File: config.mk
export PLATFORM = sky130hd
export DESIGN_NAME = pwm_channel_ctrl
export DESIGN_NICKNAME = d
export VERILOG_FILES = /design/src/rtl/pwm_channel_ctrl.sv
export SDC_FILE = /design/constraint.sdc
export NUM_CORES = 1
export LEC_CHECK = 0
export BUFFER_PORTS_ARGS = -buffer_cell sky130_fd_sc_hd__buf_2
export CORE_MARGIN = 4
export CORE_UTILIZATION = 25
export DETAILED_ROUTE_END_ITERATION = 12
export GPL_TIMING_DRIVEN = 0
export PLACE_DENSITY = 0.53
export SLEW_MARGIN = 20
export SYNTH_ARGS = -nofsm -noshare
export SYNTH_HDL_FRONTEND = slang
export SYNTH_SLANG_ARGS = --single-unit
File: constraint.sdc
create_clock -name clk_psc_i -period 2 [get_ports clk_psc_i]
set_input_delay 0.1 -clock clk_psc_i [delete_from_list [all_inputs] [get_ports clk_psc_i]]
set_output_delay 0.1 -clock clk_psc_i [all_outputs]
set_load 0.01 [all_outputs]
File: src/rtl/pwm_channel_ctrl.sv
// pwm_channel_ctrl: per-channel PWM sequencer (shadow compare values + channel FSM)
//
// Ports:
//   clk_psc_i          prescaler clock, rising edge
//   rst_i              asynchronous active-high reset
//   en_i               channel enable (level)
//   pol_i              output polarity, 0 = active-high, 1 = active-low
//   preload_en_i       1 = shadows load only on uev_i, 0 = shadows track inputs
//   uev_i              update event pulse at counter overflow/reload
//   opm_i              one-pulse mode (only with PWM_ONE_PULSE_EN defined)
//   cmp_start_i/_end_i software compare values
//   cnt_*_i            registered comparator flags (one cycle behind CNT)
//   cmp_start_o/_end_o shadow compare values to the comparator
//   pwm_o              channel output after polarity
//   start_evt_o        pulse on entry to ACTIVE
//   end_evt_o          pulse on exit from ACTIVE
//   busy_o             channel is not IDLE
//
// Optional feature macro: PWM_ONE_PULSE_EN adds opm_i and the DONE state.
module pwm_channel_ctrl #(
    parameter int CMP_WIDTH = 16
) (
    input  logic                 clk_psc_i,
    input  logic                 rst_i,
    input  logic                 en_i,
    input  logic                 pol_i,
    input  logic                 preload_en_i,
    input  logic                 uev_i,
`ifdef PWM_ONE_PULSE_EN
    input  logic                 opm_i,
`endif
    input  logic [CMP_WIDTH-1:0] cmp_start_i,
    input  logic [CMP_WIDTH-1:0] cmp_end_i,
    input  logic                 cnt_eq_cmp_start_i,
    input  logic                 cnt_gt_cmp_start_i,
    input  logic                 cnt_eq_cmp_end_i,
    input  logic                 cnt_gt_cmp_end_i,
    output logic [CMP_WIDTH-1:0] cmp_start_o,
    output logic [CMP_WIDTH-1:0] cmp_end_o,
    output logic                 pwm_o,
    output logic                 start_evt_o,
    output logic                 end_evt_o,
    output logic                 busy_o
);

    typedef enum logic [2:0] {
        S_IDLE,
        S_SYNC,
        S_ARMED,
        S_ACTIVE,
        S_HOLD
`ifdef PWM_ONE_PULSE_EN
        , S_DONE
`endif
    } state_t;

    state_t                 r_state;
    state_t                 w_next;
    state_t                 w_rearm;
    logic                   w_load;
    logic                   w_unused;
    logic [CMP_WIDTH-1:0]   r_cmp_start;
    logic [CMP_WIDTH-1:0]   r_cmp_end;
    logic                   r_pwm;
    logic                   r_start_evt;
    logic                   r_end_evt;
    logic                   r_busy;

    // CNT > start is status only; the sequencer never looks at it
    assign w_unused = cnt_gt_cmp_start_i;

    // Shadows freeze while disabled; uev_i covers the SYNC->ARMED load too
    assign w_load = en_i && (!preload_en_i || uev_i);

`ifdef PWM_ONE_PULSE_EN
    assign w_rearm = opm_i ? S_DONE : S_ARMED;
`else
    assign w_rearm = S_ARMED;
`endif

    always_comb begin
        w_next = r_state;
        case (r_state)
            S_IDLE:   w_next = S_SYNC;
            S_SYNC:   w_next = uev_i ? S_ARMED : S_SYNC;
            // start==end gives 0% duty: both flags together keep us armed
            S_ARMED:  w_next = (cnt_eq_cmp_start_i && !cnt_eq_cmp_end_i) ? S_ACTIVE : S_ARMED;
            // period boundary wins over an end match in the same cycle
            S_ACTIVE: w_next = uev_i ? w_rearm :
                               (cnt_eq_cmp_end_i || cnt_gt_cmp_end_i) ? S_HOLD : S_ACTIVE;
            S_HOLD:   w_next = uev_i ? w_rearm : S_HOLD;
`ifdef PWM_ONE_PULSE_EN
            S_DONE:   w_next = S_DONE;
`endif
            default:  w_next = S_IDLE;
        endcase
        if (!en_i)
            w_next = S_IDLE;
    end

    always_ff @(posedge clk_psc_i or posedge rst_i) begin
        if (rst_i) begin
            r_state     <= S_IDLE;
            r_cmp_start <= '0;
            r_cmp_end   <= '0;
            r_pwm       <= 1'b0;
            r_start_evt <= 1'b0;
            r_end_evt   <= 1'b0;
            r_busy      <= 1'b0;
        end else begin
            r_state     <= w_next;
            if (w_load) begin
                r_cmp_start <= cmp_start_i;
                r_cmp_end   <= cmp_end_i;
            end
            r_pwm       <= (w_next == S_ACTIVE) ^ pol_i;
            r_start_evt <= (w_next == S_ACTIVE) && (r_state != S_ACTIVE);
            r_end_evt   <= (r_state == S_ACTIVE) && (w_next != S_ACTIVE);
            r_busy      <= (w_next != S_IDLE);
        end
    end

    assign cmp_start_o = r_cmp_start;
    assign cmp_end_o   = r_cmp_end;
    assign pwm_o       = r_pwm;
    assign start_evt_o = r_start_evt;
    assign end_evt_o   = r_end_evt;
    assign busy_o      = r_busy;

endmodule

==> impl_metrics.yaml <==
status:
  status: "completed"
clock_network:
  ctsHoldBuffers: 2
  numCtsBuffers: 5
  cts.repair.resized: 0
  cts_sinks: 39
  clock_latency_ps: 280
  clkSlewWorstSetupHoldPaths_ps: 80
  cts_buffer_depth: 2
  clockRootBuffer: "clkbuf_8"
  cts-htree-levels: 2
  cts_tree: "built"
  cts_setup_buffers: 0
timing:
  period_share_pct: 70.47
  finalSetupViolCount: 0
  rsz0062_at_grt: "false"
  setup_tns_ps: 0
  fmax_ghz: 0.7095
  slew_headroom_pct: 71.34
  finalHoldViolCount: 0
  tightestPinTransition_ps: 429.3
  period_minus_slack_ps: 1409
  slew_violations: 0
  fin_skew_ps: 0.3001
yosys:
  synth_edf_count: 0
  yosys-top-cells-area: "dfrtp_1 64%, mux2_1 14%, mux2_2 9.6%, buf_4 1.5%, o21ai_2 1.2%"
  yosys_warnings: 0
  ys_seq_area_share_pct: 64.14
  ys_async_sr_fraction_pct: 100.0
  syn_inst: 98
  avgSynthCellArea_um2: 15.53
  syn_area_um2: 1521
  synth_nets: 140
  ys_ff_latch: 39
  yosysTopAreaCellShare_pct: 64.14
  synth_top_area_cell: "dfrtp_1"
  ys_types: 25
  synth_ff_type: "dfrtp_1"
power_and_ir_drop:
  p_leak_nw: 1.052
  vdd_drop_max_mv: 0.3551
  powerDensity_nw_per_um2: 883.7
final_layout:
  drive_gt1_share_pct: 57.30
  layout_common_cells: "76 x buf_2, 39 x dfrtp_1, 19 x mux2_1"
  antenna_cells: 0
  filler_cell_count: 598
  layout-area-overhead-vs-synth_pct: 41.69
  layout_commonest_cell: "buf_2"
  nets: 226
  finalNonFillerCells: 260
min_path:
  min_from: "cmp_end_i[6]"
  whs_endpoint: "cmp_end_o[6]$_DFFE_PP0P_"
  hold_depth: 2
  hold_class: "input port to register"
floorplanning:
  dieArea_um2: 7398
  core_area_um2: 5921
  dieWidth_um: 86.01
  initial_utilization_pct: 25.70
  boundaryPins: 78
  die_h_um: 86.01
  num_rows: 28
route:
  vias: 1080
  drt_iter0_markers: 11
  final_antenna_net_count: 0
  viasPerCell: 4.154
  drc: 0
  drt-pass1-iter-count: 3
  wirelength_um: 3274
  wire_per_inst_um: 12.59
global_route:
  grt_pass1_wl_um: 5313
  grt_use_total_pct: 9.171
  antenna_found_initial: 0
  overflow: 0
  grt_start_max_net_pins: 23
  first_global_vias: 1101
setup_path:
  worstPathArrival_ps: 1580
  worstPathRequired_ps: 2170
  reg2reg_from: "r_state[2]$_DFF_PP0_"
  r2r_end: "end_evt_o$_DFF_PP0_"
  critPathTopFamily: "simple AND/OR/NAND/NOR gates"
  reg2reg_slack_ps: 590
  critPathMaxStageDelay_ps: 430
  cp_max_fo: 6
  startpoint_type: "register"
  critical_path_class: "register to register"
  worstRegToRegCells: 5
  path_buf_inv: 0
  critPathCaptureType: "register"
  cp_cell_sequence: "and2b_1, a21oi_1, nor2_2, nand4b_2, and3_1"
  slowest_stage: "dfrtp_1"
placement:
  numPlacedInstances: 250
  gp_congestion: 0.7164
  io_buffer_count: 76
  hpwl_um: 2628
run:
  max_cap_viol_count: 0
-- cell usage after synthesis (2+ instances only) --
cell	instances
dfrtp_1	39
mux2_1	19
mux2_2	13
buf_4	3
a21oi_1	2
inv_1	2
o21ai_2	2
-- through the flow --
stage               instance area (µm²)  hold WS (ps)  utilization, %  setup WS [ps]  power (W)
floorplan                          1521         170.3               -          748.7   0.001114
global placement                   1996         292.6           33.71          404.7   0.001273
detailed placement                 2023         129.7           34.17          592.6   0.001285
CTS                                2156         5.831           36.41          581.0   0.001947
global route                       2156         9.225           36.41          495.9   0.002017
finish                             2156         20.01           36.41          590.5   0.001905
-- per-layer routing --
layer	global-route usage (%)	vias up	wire, µm
li1	-	522	-
met1	12.06	502	1470
met2	13.31	54	1447
met3	3.362	2	326
met4	4.317	0	29
met5	0	-	0
-- area by class of cell --
| cell class | count | area [µm²] | share of cell area, % |
|---|---|---|---|
| timing repair buffer | 79 | 427.9 | 19.85 |
| clock buffer | 5 | 68.82 | 3.192 |
| multi-input combinational | 54 | 515.5 | 23.91 |
| tap | 75 | 93.84 | 4.353 |
| buffer | 3 | 22.52 | 1.045 |
| inverter | 2 | 7.507 | 0.3482 |
| sequential | 39 | 975.9 | 45.27 |
| clock inverter | 3 | 43.79 | 2.031 |
-- cell families after synthesis --
| logic type | count (synthesis) | share of synthesized area [%] |
|---|---|---|
| xor+xnor | 1 | 0.5758 |
| simple gates | 14 | 6.581 |
| flops | 39 | 64.14 |
| compound gates | 7 | 3.042 |
| buf+inv | 5 | 1.974 |
| mux | 32 | 23.68 |
-- power by group --
group	total, W	leakage, nW	switching (W)	internal, W
combinational	0.000337	0.528	0.000161	0.000175
sequential	0.000926	0.465	0.0000435	0.000882
clock	0.000643	0.0581	0.000271	0.000371
total	0.00191	1.05	0.000476	0.00143
-- flip-flops by register name, summed over array words and instances (netlist names) --
name and cells:
pwm_o 1, r_state 3, cmp_end_o 16, busy_o 1, end_evt_o 1, start_evt_o 1, cmp_start_o 16
-- how the worst max path moves through the flow --
| stage | start | endpoint | slack (ps) | cells past startpoint |
|---|---|---|---|---|
| global placement | rst_i | cmp_end_o[1]$_DFFE_PP0P_ | 400 | 2 |
| CTS | r_state[2]$_DFF_PP0_ | end_evt_o$_DFF_PP0_ | 580 | 5 |
| finish | r_state[2]$_DFF_PP0_ | end_evt_o$_DFF_PP0_ | 590 | 5 |
| global route | r_state[2]$_DFF_PP0_ | end_evt_o$_DFF_PP0_ | 500 | 5 |
| detailed placement | r_state[2]$_DFF_PP0_ | end_evt_o$_DFF_PP0_ | 590 | 5 |
| floorplan | r_state[2]$_DFF_PP0_ | end_evt_o$_DFF_PP0_ | 750 | 5 |
Power figures use the tool's default switching activity.
